**config.mk**
```make
export PLATFORM = sky130hd
export DESIGN_NAME = mem_access_unit
export DESIGN_NICKNAME = d
export VERILOG_FILES = /design/src/rtl/mem_access_unit.sv
export SDC_FILE = /design/constraint.sdc
export NUM_CORES = 1
export LEC_CHECK = 0
export CAP_MARGIN = 40
export CORE_UTILIZATION = 49
export CTS_BUF_LIST = sky130_fd_sc_hd__clkbuf_8
export DETAILED_ROUTE_END_ITERATION = 6
export GPL_ROUTABILITY_DRIVEN = 0
export MAX_ROUTING_LAYER = met4
export PLACE_DENSITY = 0.9
export SLEW_MARGIN = 25
export SYNTH_ARGS = -nofsm -noshare
export SYNTH_HDL_FRONTEND = slang
export SYNTH_SLANG_ARGS = --single-unit
```
**constraint.sdc**
```tcl
create_clock -name clk -period 2.92 [get_ports clk]
set_clock_uncertainty 0.1 [all_clocks]
set_input_delay 0.584 -clock clk [delete_from_list [all_inputs] [get_ports clk]]
set_output_delay 0.584 -clock clk [all_outputs]
set_load 0.005 [all_outputs]
```
**src/rtl/mem_access_unit.sv**
```systemverilog
// rtl/mem_access_unit.sv - RV32 load/store initiator to a word-addressed data RAM
module mem_access_unit #(
    parameter int ADDR_W      = 10,
    parameter int MEM_LATENCY = 1
) (
    input  logic              clk,
    input  logic              reset_n,
    input  logic              req_valid,
    output logic              req_ready,
    input  logic              req_write,
    input  logic [1:0]        req_size,
    input  logic              req_unsigned,
    input  logic [31:0]       req_addr,
    input  logic [31:0]       req_wdata,
    output logic              resp_valid,
    input  logic              resp_ready,
    output logic [31:0]       resp_rdata,
    output logic              resp_err,
    output logic              mem_write_enable,
    output logic [ADDR_W-1:0] mem_address,
    output logic [31:0]       mem_data_in,
    input  logic [31:0]       mem_data_out
);

    typedef enum logic [1:0] {IDLE, RD, WR, RESP} state_t;

    localparam int CNT_W = (MEM_LATENCY > 1) ? $clog2(MEM_LATENCY) : 1;
    localparam logic [CNT_W-1:0] CNT_LAST = CNT_W'(MEM_LATENCY - 1);

    state_t            state, state_n;
    logic [CNT_W-1:0]  cnt, cnt_n;
    logic              op_write, op_write_n;
    logic [1:0]        op_size, op_size_n;
    logic              op_unsigned, op_unsigned_n;
    logic [1:0]        op_off, op_off_n;
    logic [31:0]       op_wdata, op_wdata_n;
    logic              req_ready_n, resp_valid_n, resp_err_n, we_n;
    logic [31:0]       resp_rdata_n, data_in_n;
    logic [ADDR_W-1:0] address_n;
    logic              req_bad;

    function automatic logic [31:0] extract(input logic [31:0] w, input logic [1:0] size,
                                            input logic uns, input logic [1:0] off);
        logic [7:0]  b;
        logic [15:0] h;
        b = 8'(w >> {off, 3'b000});
        h = off[1] ? w[31:16] : w[15:0];
        case (size)
            2'b00:   extract = uns ? {24'b0, b} : {{24{b[7]}}, b};
            2'b01:   extract = uns ? {16'b0, h} : {{16{h[15]}}, h};
            default: extract = w;
        endcase
    endfunction

    // Replace only the addressed lane of the word read back from RAM.
    function automatic logic [31:0] merge(input logic [31:0] w, input logic [31:0] wd,
                                          input logic [1:0] size, input logic [1:0] off);
        logic [31:0] m;
        m = w;
        if (size == 2'b00) begin
            case (off)
                2'd0:    m[7:0]   = wd[7:0];
                2'd1:    m[15:8]  = wd[7:0];
                2'd2:    m[23:16] = wd[7:0];
                default: m[31:24] = wd[7:0];
            endcase
        end else if (size == 2'b01) begin
            if (off[1]) m[31:16] = wd[15:0];
            else        m[15:0]  = wd[15:0];
        end else begin
            m = wd;
        end
        merge = m;
    endfunction

    assign req_bad = (req_size == 2'b11) ||
                     (req_size == 2'b01 && req_addr[0]) ||
                     (req_size == 2'b10 && req_addr[1:0] != 2'b00) ||
                     (req_addr[31:ADDR_W+2] != '0);

    always_comb begin
        state_n       = state;
        cnt_n         = cnt;
        op_write_n    = op_write;
        op_size_n     = op_size;
        op_unsigned_n = op_unsigned;
        op_off_n      = op_off;
        op_wdata_n    = op_wdata;
        resp_valid_n  = resp_valid;
        resp_err_n    = resp_err;
        resp_rdata_n  = resp_rdata;
        we_n          = mem_write_enable;
        address_n     = mem_address;
        data_in_n     = mem_data_in;
        case (state)
            IDLE: begin
                if (req_valid && req_ready) begin
                    op_write_n    = req_write;
                    op_size_n     = req_size;
                    op_unsigned_n = req_unsigned;
                    op_off_n      = req_addr[1:0];
                    op_wdata_n    = req_wdata;
                    if (req_bad) begin
                        state_n      = RESP;
                        resp_valid_n = 1'b1;
                        resp_err_n   = 1'b1;
                        resp_rdata_n = '0;
                    end else begin
                        address_n = req_addr[ADDR_W+1:2];
                        cnt_n     = '0;
                        if (req_write && req_size == 2'b10) begin
                            state_n   = WR;
                            we_n      = 1'b1;
                            data_in_n = req_wdata;
                        end else begin
                            state_n = RD;
                        end
                    end
                end
            end
            RD: begin
                cnt_n = cnt + 1'b1;
                if (cnt == CNT_LAST) begin
                    cnt_n = '0;
                    if (op_write) begin
                        state_n   = WR;
                        we_n      = 1'b1;
                        data_in_n = merge(mem_data_out, op_wdata, op_size, op_off);
                    end else begin
                        state_n      = RESP;
                        resp_valid_n = 1'b1;
                        resp_err_n   = 1'b0;
                        resp_rdata_n = extract(mem_data_out, op_size, op_unsigned, op_off);
                    end
                end
            end
            WR: begin
                cnt_n = cnt + 1'b1;
                if (cnt == CNT_LAST) begin
                    cnt_n        = '0;
                    state_n      = RESP;
                    we_n         = 1'b0;
                    resp_valid_n = 1'b1;
                    resp_err_n   = 1'b0;
                    resp_rdata_n = '0;
                end
            end
            default: begin
                if (resp_ready) begin
                    state_n      = IDLE;
                    resp_valid_n = 1'b0;
                    resp_err_n   = 1'b0;
                    resp_rdata_n = '0;
                end
            end
        endcase
        req_ready_n = (state_n == IDLE);
    end

    always_ff @(posedge clk) begin
        if (!reset_n) begin
            state            <= IDLE;
            cnt              <= '0;
            op_write         <= 1'b0;
            op_size          <= 2'b00;
            op_unsigned      <= 1'b0;
            op_off           <= 2'b00;
            op_wdata         <= '0;
            req_ready        <= 1'b0;
            resp_valid       <= 1'b0;
            resp_err         <= 1'b0;
            resp_rdata       <= '0;
            mem_write_enable <= 1'b0;
            mem_address      <= '0;
            mem_data_in      <= '0;
        end else begin
            state            <= state_n;
            cnt              <= cnt_n;
            op_write         <= op_write_n;
            op_size          <= op_size_n;
            op_unsigned      <= op_unsigned_n;
            op_off           <= op_off_n;
            op_wdata         <= op_wdata_n;
            req_ready        <= req_ready_n;
            resp_valid       <= resp_valid_n;
            resp_err         <= resp_err_n;
            resp_rdata       <= resp_rdata_n;
            mem_write_enable <= we_n;
            mem_address      <= address_n;
            mem_data_in      <= data_in_n;
        end
    end

endmodule

```
# Word-level counts from Yosys, hierarchy flattened
# Index checks and enable logic that the tools add are counted.
# classes
addsub,1
eq_ne,16
shift,1
mux,54
bitwise,1
reduce_logical,25
# ops
op,count
32-bit 2-to-1 mux,15
32-bit case mux with 2 select lines,2
32-bit case mux with 3 select lines,1
16-bit 2-to-1 mux,3
8-bit 2-to-1 mux,4
32-bit by 5-bit >> shifter with 8-bit output,1
20-bit nonzero test,1
1-bit 2-to-1 mux,18
2-bit != test (second input constant),8
2-bit 2-to-1 mux,6
6-bit AND reduction,2
1-bit case mux with 3 select lines,3
2-bit by 1-bit equality test with 1-bit output (second input constant),4
2-bit equality test (second input constant),4
2-bit zero test,4
7-bit AND reduction,1
2-bit case mux with 3 select lines,1
3-bit AND reduction,2
2-bit nonzero test,3
1-bit logical AND,4
4-bit nonzero test,1
1-bit logical OR,3
3-bit nonzero test,1
3-bit OR reduction,1
5 further kinds,5
# totals
ff_bits,119

# Depth between registers and ports, before layout
# Gate-level depths: netlist (run 1).
# logic_depth
word_depth,9
depth_mapped,9

# Least setup slack after synthesis (run 1)
# OpenSTA, ideal clock, no wires.
# synth_path
path_type,input to register
startpoint,input req_addr[25]
endpoint,register mem_data_in[30]
t_arrival_ns,2.002
slack_ns,0.696
path_stages,5
path_cell_list,nor4_1 -> nand3_1 -> o41ai_4 -> nand2_1 -> o311a_1
# synth_between
elab_chain_cells,4
# synth_lines
element,line,source
from (decl),13,"input logic [31:0] req_addr,"
20-bit nonzero test,79,(req_addr[31:ADDR_W+2] != '0);
1-bit logical OR,78,(req_size == 2'b10 && req_addr[1:0] != 2'b00) ||
2-bit != test (no source line),-,
6-bit AND reduction (no source line),-,
to (signal assigned),190,mem_data_in <= data_in_n;
to (decl),21,"output logic [31:0] mem_data_in,"
# Every way passes these cells.
# A chain may end at the register's enable or synchronous reset.

# Worst setup path in the final report (run 1)
# layout_path
startpoint,register op_size[1]
endpoint,register mem_data_in[23]
# layout_between
elab_chain_cells,6
# layout_lines
element,line,source
from (decl),33,"logic [1:0] op_size, op_size_n;"
from (signal assigned),180,op_size <= op_size_n;
2-bit by 1-bit equality test with 1-bit output,67,end else if (size == 2'b01) begin
32-bit 2-to-1 mux,67,
32-bit 2-to-1 mux (*),60,if (size == 2'b00) begin
32-bit 2-to-1 mux (*),125,if (op_write) begin
32-bit 2-to-1 mux (*),123,if (cnt == CNT_LAST) begin
32-bit case mux with 2 select lines (*),95,case (state)
# Mark *: on every way between the ends. The rest lies on a longest branch, timed or not. The select of a mux whose other input is x is not followed.

==> results.sh, run 1 <==
export IMPL_antenna_found_initial=0
export IMPL_ant_nets=0
export IMPL_ioPinCount=182
export IMPL_die_area_um2=13300
export IMPL_drv_cap=0
export IMPL_synth_edf_count=0
export IMPL_critPathCaptureType="flip-flop"
export IMPL_synthMuxAreaShare_pct=13.1
export IMPL_synth_top_family_by_area="compound AO/OA/AOI/OAI gates"
export IMPL_yosysWarningCount=0
export IMPL_rsz0062_at_grt="false"
export IMPL_cts_hold_fix_buffers=0
export IMPL_clkTransAtPathRegs_ns=0.08
export IMPL_pwr_share_comb_pct=40.7
export IMPL_cts_resized=0
export IMPL_maxSlewViolCount=0
export IMPL_cpPeakStageDelay_ns=0.67
export IMPL_nets=1045
export IMPL_wl_mm=20.5
export IMPL_overflow=0
export IMPL_syn_area_um2=6270
export IMPL_intPower_mw=4.04
export IMPL_fp_dieH_um=115
export IMPL_ys_flop_type="dfxtp_1"
export IMPL_synth_xor_area_share_pct=0
export IMPL_grt_pass1_wl_mm=32.2
export IMPL_cp_slowest_cell="clkinv_1"
export IMPL_start_util_pct=51.2
export IMPL_syn_inst=780
export IMPL_period_needed_ns=2.73
export IMPL_vias=6736
export IMPL_leakage_nw=3.21
export IMPL_crit_required_ns=3.12
export IMPL_cp_cell_sequence="buf_4, clkinv_1, nand2_1, a21oi_1, a211oi_1, a311oi_1"
export IMPL_crit_fanout=60
export IMPL_drt_pass1_iterations=6
export IMPL_syn_avg_cell_area_um2=8.04
export IMPL_portBuffers=181
export IMPL_slew_headroom_pct=49.0
export IMPL_outcome="finished, final reports clean"
export IMPL_antennaDiodeCount=0
export IMPL_setup_tns_ns=0
export IMPL_hold_start="op_wdata[21]"
export IMPL_post_dp_hpwl_mm=14.4
export IMPL_drc=0
export IMPL_fin_util_pct=70.5
export IMPL_sequentialPowerShare_pct=34.2
export IMPL_grt_pass1_vias=6222
export IMPL_cts_buffers=17
export IMPL_finalCritPeriodShare_pct=93.3
export IMPL_fill_cells=948
export IMPL_finalSetupViolCount=0
export IMPL_hp_class="reg -> reg"
export IMPL_drt_iter0_drc=941
export IMPL_die_w_um=115
export IMPL_cts_buffer_depth=2
export IMPL_max_freq_mhz=367
export IMPL_tightestPinTransition_ns=0.764
export IMPL_synth_nets=889
export IMPL_rrSetupSlack_ns=0.19
export IMPL_clock_sinks=118
export IMPL_worst_skew_pair_late_latency_ns=0.43
export IMPL_clkPwrFrac_pct=25.1
export IMPL_synthAdderAreaFrac_pct=0.997
export IMPL_fin_ws_ns=0.195
export IMPL_area_growth_pct=37.8
export IMPL_synth_cell_types=47
export IMPL_holdPathEnd="op_wdata[21]"
export IMPL_yosysSeqAreaShare_pct=37.6
export IMPL_holdWs_ns=0.353
export IMPL_ir_drop_mv=0.467
export IMPL_cts_root_buf="clkbuf_8"
export IMPL_synth_async_reset_ratio_pct=0
export IMPL_synth_top_area_share_pct=37.6
export IMPL_rows=40
export IMPL_cts_setup_buffers=0
export IMPL_r2r_end="mem_data_in[23]"
export IMPL_whs_path_depth=2
export IMPL_hold_violations=0
export IMPL_yosys_area_share_simple_pct=18.6
export IMPL_grt_usage_pct=32.2
export IMPL_viasPerCell=6.03
export IMPL_wire_per_inst_um=18.4
export IMPL_cts_tree="yes"
export IMPL_ys_ff_latch=118
export IMPL_htreeDepth=4
export IMPL_yosysTopAreaCell="dfxtp_1"
export IMPL_critPathLaunchType="flip-flop"
export IMPL_crit_type="reg -> reg"
export IMPL_place_ws_ns=0.0947
export IMPL_p_sw_share_pct=35.7
export IMPL_synth_compound_area_share_pct=24.4
export IMPL_grt_max_degree=79
export IMPL_cp_arrival_ns=2.92
export IMPL_r2r_start="op_size[1]"
export IMPL_p_switching_mw=2.24
export IMPL_synth_area_leaders="dfxtp_1, mux2i_1, nand2_1, a21oi_1, a21o_1"
export IMPL_total_power_mw=6.29
export IMPL_drive_gt1_share_pct=7.38
export IMPL_r2r_cells=6
export IMPL_core_area_um2=12300
export IMPL_power_density_nw_per_um2=727
[registers in the layout, summed over array words and instances, names as in the netlist]
register / count
resp_err: 1
resp_rdata: 32
mem_write_enable: 1
mem_data_in: 32
op_wdata: 32
req_ready: 1
mem_address: 10
op_unsigned: 1
state: 2
op_off: 2
resp_valid: 1
op_write: 1
op_size: 2
[placed cells by master (no fill, tap or decap), drive strengths merged, types with 8 or more instances in the layout]
master / count
o221ai: 17
clkinv: 9
clkbuf: 17
o21ai: 22
mux2i: 82
a32oi: 19
and3: 9
clkdlybuf4s50: 180
nor2: 29
a211oi: 8
a22o: 10
a311oi: 12
nand2: 179
a22oi: 9
inv: 11
a21o: 33
dfxtp: 118
nand3: 27
buf: 28
a21oi: 64
[critical path: cells and delay by family, from the launching register on]
| kind | cells | cell delay, ns |
|---|---|---|
| AND/OR/NAND/NOR | 1 | 0.44 |
| AO/OA/AOI/OAI | 3 | 0.52 |
| flip-flops | 1 | 0.33 |
| buffers and inverters | 2 | 1.17 |
[layer usage]
metal	share of wire [%]	global-route usage [%]	routed length [µm]	vias to the layer above
li1	-	-	-	3116
met1	42	41.7	8550	3080
met2	45	48.8	9190	477
met3	10	6.85	2120	63
met4	3.3	13.4	680	0
met5	0	-	0	-
[cells in the mapped netlist, types with 2 or more instances]
library cell,instances
nand2_1,179
a21o_1,33
and3_1,9
o221ai_1,17
a311oi_1,12
or2_2,2
a22o_1,10
a22oi_1,9
a211o_1,2
a32oi_1,19
buf_4,2
a21oi_1,62
dfxtp_1,118
buf_2,9
nor2b_1,6
a21boi_0,2
inv_1,7
a31oi_1,6
nand3_1,27
o211ai_1,4
nor2_1,29
mux2i_1,82
ha_1,5
nor3_1,3
nor4_1,7
nand2b_1,4
a21oi_2,2
o21ai_0,19
o22ai_1,4
clkbuf_1,58
nor3b_1,4
clkinv_1,2
and2_1,3
a211oi_1,8
o21ai_1,3
[per-stage QoR]
| step | cells | cell area (µm²) |
|---|---|---|
| after global placement | 1085 | 8230 |
| after detailed placement | 1085 | 8230 |
| after floorplan | 780 | 6270 |
| after global routing | 1117 | 8650 |
| final | 1117 | 8650 |
| after CTS | 1117 | 8640 |
[worst max path at each step]
| stage | from | end | slack, ns | cells after the start |
|---|---|---|---|---|
| after floorplan | req_addr[25] | mem_data_in[30] | 0.70 | 5 |
| after global placement | req_addr[12] | mem_data_in[21] | 0.13 | 7 |
| after detailed placement | req_addr[17] | mem_data_in[21] | 0.09 | 7 |
| after CTS | state[1] | resp_rdata[6] | 0.19 | 7 |
| after global routing | op_size[1] | resp_rdata[23] | 0.04 | 6 |
| final | op_size[1] | mem_data_in[23] | 0.19 | 6 |
[power by group through the flow]
stage                     clock [mW]  combinational, mW  sequential (mW)
after global placement             0               2.45             2.17
after detailed placement           0               2.50             2.17
final                           1.58               2.56             2.15
after global routing            1.65               2.75             2.18
after CTS                       1.58               2.52             2.14
after floorplan                    0               1.45             2.15
[cell type report]
type / count / area [µm²] / area share, %
Tap cell: 168 / 210 / 2.43
Multi-Input combinational cell: 581 / 3600 / 41.6
Clock buffer: 17 / 234 / 2.71
Timing Repair Buffer: 208 / 2020 / 23.4
Inverter: 10 / 37.5 / 0.434
Clock inverter: 15 / 180 / 2.08
Sequential cell: 118 / 2360 / 27.3
[kinds of logic (layout without fill, tap and decap cells)]
kind of cell / Yosys count / after routing
compound gates: 219 / 219
simple gates: 275 / 275
fa+ha+maj: 5 / 5
flops: 118 / 118
buf+inv: 81 / 250
mux: 82 / 82
No activity file was read; power rests on OpenSTA's default activity.
==> inputs of run 2 (changes only) <==
Clock period 2.92 ns to 3.1 ns, I/O delays scaled along.
==> results.sh, run 2 (synthesis results as in run 1) <==
export IMPL_top_regs="mem_data_in x32, op_wdata x32, resp_rdata x32"
export IMPL_critPathLaunchType="flip-flop"
export IMPL_path_buf_inv=2
export IMPL_core_area_um2=12300
export IMPL_pwr_share_comb_pct=40.6
export IMPL_antenna_found_initial=0
export IMPL_cts_resized=0
export IMPL_leakage_nw=3.21
export IMPL_max_freq_mhz=370
export IMPL_viasPerCell=5.99
export IMPL_crit_fanout=60
export IMPL_antennaDiodeCount=0
export IMPL_wire_per_inst_um=18.3
export IMPL_nets=1043
export IMPL_maxSlewViolCount=0
export IMPL_rows=40
export IMPL_finalSetupViolCount=0
export IMPL_die_w_um=115
export IMPL_cts_buffers=17
export IMPL_placed_cell_area_um2=8220
export IMPL_ioPinCount=182
export IMPL_cts_setup_buffers=0
export IMPL_critPathCaptureType="flip-flop"
export IMPL_cts_hold_fix_buffers=0
export IMPL_critPathTopFamily="buffers and inverters"
export IMPL_die_area_um2=13300
export IMPL_htreeDepth=4
export IMPL_slew_headroom_pct=48.5
export IMPL_fill_cells=964
export IMPL_crit_type="reg -> reg"
export IMPL_outcome="finished, final reports clean"
export IMPL_ant_nets=0
export IMPL_overflow=0
export IMPL_cts_tree="yes"
export IMPL_grt_usage_pct=32.3
export IMPL_hold_violations=0
export IMPL_tightestPinTransition_ns=0.773
export IMPL_grt_pass1_vias=6337
export IMPL_drv_cap=0
export IMPL_rsz0062_at_grt="false"
export IMPL_start_util_pct=51.2
export IMPL_finalCritPeriodShare_pct=87.3
export IMPL_clock_sinks=118
export IMPL_cpPeakStageDelay_ns=0.64
export IMPL_area_growth_pct=37.6
export IMPL_worst_skew_pair_late_latency_ns=0.45
export IMPL_crit_required_ns=3.30
export IMPL_p_switching_mw=2.04
export IMPL_clkPwrFrac_pct=25.2
export IMPL_portBuffers=181
export IMPL_final_common_cell="clkdlybuf4s50_1"
export IMPL_holdWs_ns=0.352
export IMPL_clkTransAtPathRegs_ns=0.06
export IMPL_cp_cell_sequence="buf_4, clkinv_1, nand2_1, a21oi_1, a211oi_1, a311oi_1"
export IMPL_wl_mm=20.4
export IMPL_p_sw_share_pct=34.4
export IMPL_fp_dieH_um=115
export IMPL_setup_tns_ns=0
export IMPL_sequentialPowerShare_pct=34.2
export IMPL_drt_pass1_iterations=7
export IMPL_design_area_um2=8630
export IMPL_fin_util_pct=70.4
export IMPL_cp_arrival_ns=2.90
export IMPL_drc=0
export IMPL_intPower_mw=3.88
export IMPL_drt_iter0_drc=849
export IMPL_cp_slowest_cell="clkinv_1"
export IMPL_final_cell_mix="clkdlybuf4s50_1, nand2_1, dfxtp_1"
export IMPL_period_needed_ns=2.71
export IMPL_hp_class="reg -> reg"
export IMPL_drive_gt1_share_pct=6.97
export IMPL_grt_pass1_wl_mm=32.0
export IMPL_vias=6683
export IMPL_grt_max_degree=79
export IMPL_cts_buffer_depth=2
export IMPL_power_density_nw_per_um2=686
export IMPL_cts_root_buf="clkbuf_8"
export IMPL_ir_drop_mv=0.417
export IMPL_post_dp_hpwl_mm=14.3
## run 2: worst paths after layout
| kind | start | to | slack [ns] | cells after the start |
|---|---|---|---|---|
| max | op_size[1] | mem_data_in[23] | 0.39 | 6 |
| min | op_wdata[21] | op_wdata[21] | 0.35 | 2 |
| max reg2reg | op_size[1] | mem_data_in[23] | 0.39 | 6 |
| min reg2reg | op_wdata[21] | op_wdata[21] | 0.35 | 2 |
## run 2: layer usage
layer  global-route usage (%)  vias up  routed length [µm]
met5                        -        -                   0
met4                     13.9        0                 630
met3                     8.28       69                2090
met2                     49.6      400                9420
met1                     40.1     3107                8270
li1                         -     3107                   -
## run 2: worst register-to-register path, stage by stage (launching register included)
cell and delay, ns:
dfxtp_1 0.33, buf_4 0.52, clkinv_1 0.65, nand2_1 0.43, a21oi_1 0.11, a211oi_1 0.30
a311oi_1 0.13
## run 2: layout make-up
cell class / instances / area [µm²] / share of cell area (%)
multi-input combinational: 581 / 3600 / 41.7
sequential: 118 / 2360 / 27.4
timing repair buffer: 206 / 2010 / 23.2
clock buffer: 21 / 289 / 3.35
tap: 168 / 210 / 2.43
clock inverter: 11 / 130 / 1.51
inverter: 10 / 37.5 / 0.435
## run 2: power by group through the flow
stage	Sequential, mW	Combinational, mW	Clock [mW]
final	2.02	2.40	1.49
after global routing	2.06	2.58	1.57
after CTS	2.02	2.38	1.50
after detailed placement	2.04	2.36	0
after global placement	2.04	2.32	0
after floorplan	2.03	1.36	0
## run 2: metrics by stage
stage                     std cells  total power, mW  setup slack, ns
after floorplan                 780             3.39            0.840
after global placement         1083             4.36            0.254
after detailed placement       1083             4.40           0.0869
after CTS                      1115             5.89            0.518
after global routing           1115             6.21            0.227
final                          1115             5.92            0.395
==> inputs of run 3 (changes only) <==
Settings changed: CORE_UTILIZATION 49 to 45, CTS_BUF_LIST sky130_fd_sc_hd__clkbuf_8 to sky130_fd_sc_hd__clkbuf_4 sky130_fd_sc_hd__clkbuf_8, PLACE_DENSITY 0.9 to 0.87.
Clock period 3.1 ns to 2.3 ns, I/O delays scaled along.
==> results.sh, run 3 (synthesis results as in run 1) <==
export IMPL_start_util_pct=46.8
export IMPL_crit_type="in -> reg"
export IMPL_rsz0062_at_grt="false"
export IMPL_dp_cells=1107
export IMPL_worst_skew_pair_late_latency_ns=0.46
export IMPL_ir_drop_mv=0.496
export IMPL_grt_max_degree=79
export IMPL_rows=42
export IMPL_area_growth_pct=41.2
export IMPL_finalSetupViolCount=0
export IMPL_vias=6680
export IMPL_die_w_um=120
export IMPL_max_freq_mhz=468
export IMPL_final_cell_mix="clkdlybuf4s50_1, nand2_1, dfxtp_1"
export IMPL_rrSetupSlack_ns=0.18
export IMPL_grt_pass1_vias=6217
export IMPL_fin_ws_ns=0.162
export IMPL_wl_mm=20.4
export IMPL_grt_pass1_wl_mm=32.0
export IMPL_overflow=0
export IMPL_post_dp_hpwl_mm=14.3
export IMPL_viasPerCell=5.86
export IMPL_cts_setup_buffers=0
export IMPL_setup_tns_ns=0
export IMPL_total_power_mw=8.07
export IMPL_power_density_nw_per_um2=911
export IMPL_ant_nets=0
export IMPL_core_area_um2=13400
export IMPL_placed_cell_area_um2=8400
export IMPL_maxSlewViolCount=0
export IMPL_fill_cells=1090
export IMPL_tightestPinTransition_ns=0.679
export IMPL_nets=1060
export IMPL_place_ws_ns=-0.451
export IMPL_design_area_um2=8860
export IMPL_drc=0
export IMPL_drv_cap=0
export IMPL_critPathLaunchType="input port"
export IMPL_cts_root_buf="clkbuf_8"
export IMPL_slew_headroom_pct=54.7
export IMPL_multiInputGateArea_um2=3610
export IMPL_top_regs="mem_data_in x32, op_wdata x32, resp_rdata x32"
export IMPL_holdWs_ns=0.353
export IMPL_drt_iter0_drc=742
export IMPL_fp_dieH_um=120
export IMPL_clkTransAtPathRegs_ns=0.07
export IMPL_seqCellArea_um2=2360
export IMPL_antenna_found_initial=0
export IMPL_leakage_nw=3.29
export IMPL_hold_violations=0
export IMPL_cts_buffer_depth=2
export IMPL_cts_hold_fix_buffers=0
export IMPL_wire_per_inst_um=17.9
export IMPL_hp_class="reg -> reg"
export IMPL_clock_sinks=118
export IMPL_cp_arrival_ns=2.38
export IMPL_cts_buffers=17
export IMPL_outcome="finished, final reports clean"
export IMPL_htreeDepth=4
export IMPL_crit_fanout=3
export IMPL_portBuffers=181
export IMPL_grt_usage_pct=29.4
export IMPL_fin_util_pct=66.1
export IMPL_drt_pass1_iterations=5
export IMPL_period_needed_ns=2.14
export IMPL_drive_gt1_share_pct=8.93
export IMPL_finalCritPeriodShare_pct=93.0
export IMPL_antennaDiodeCount=0
export IMPL_final_common_cell="clkdlybuf4s50_1"
export IMPL_die_area_um2=14400
export IMPL_critPathCaptureType="flip-flop"
export IMPL_ioPinCount=182
export IMPL_cts_resized=0
export IMPL_cts_tree="yes"
export IMPL_crit_required_ns=2.54
export IMPL_finalNonFillerCells=1139
==> run 3: changes by cell type in the layout (fill, tap and decap cells not counted), sizes merged <==
cell and change:
clkinvlp +3, clkinv -2, clkbuf -1, inv -1, buf +17
==> run 3: final timing paths <==
path           startpoint               to  depth (start not counted)
max          req_addr[12]  mem_data_in[30]                          6
min          op_wdata[22]     op_wdata[22]                          2
min reg2reg  op_wdata[22]     op_wdata[22]                          2
max reg2reg     op_off[1]  mem_data_in[30]                          4
==> run 3: layer usage <==
metal / track usage (%) / vias to the layer above / part of all wire, %
li1: - / 3155 / -
met3: 8.46 / 61 / 10
met1: 36.1 / 3075 / 41
met4: 12.8 / 0 / 2.9
met5: - / - / 0
met2: 44.8 / 389 / 46
==> run 3: final cells by class <==
type | instances | share of cell area (%)
clock inverters | 11 | 1.67
clock buffers | 20 | 3.11
flip-flops and latches | 118 | 26.7
inverters | 10 | 0.424
multi-input cells | 581 | 40.8
well taps | 176 | 2.49
repair buffers | 223 | 24.9
==> run 3: critical path, cell delays in order <==
cell and delay, ns:
clkdlybuf4s50_1 0.39, nor4_1 0.32, o211ai_2 0.19, o41ai_4 0.44, nand2_1 0.19, o311a_1 0.38
==> run 3: where the power goes <==
part	total (mW)	leakage, nW	switching (mW)	internal [mW]
sequential	2.71	0.958	0.257	2.45
clock	2.03	0.203	0.880	1.15
combinational	3.33	2.13	1.63	1.70
total	8.07	3.29	2.77	5.30
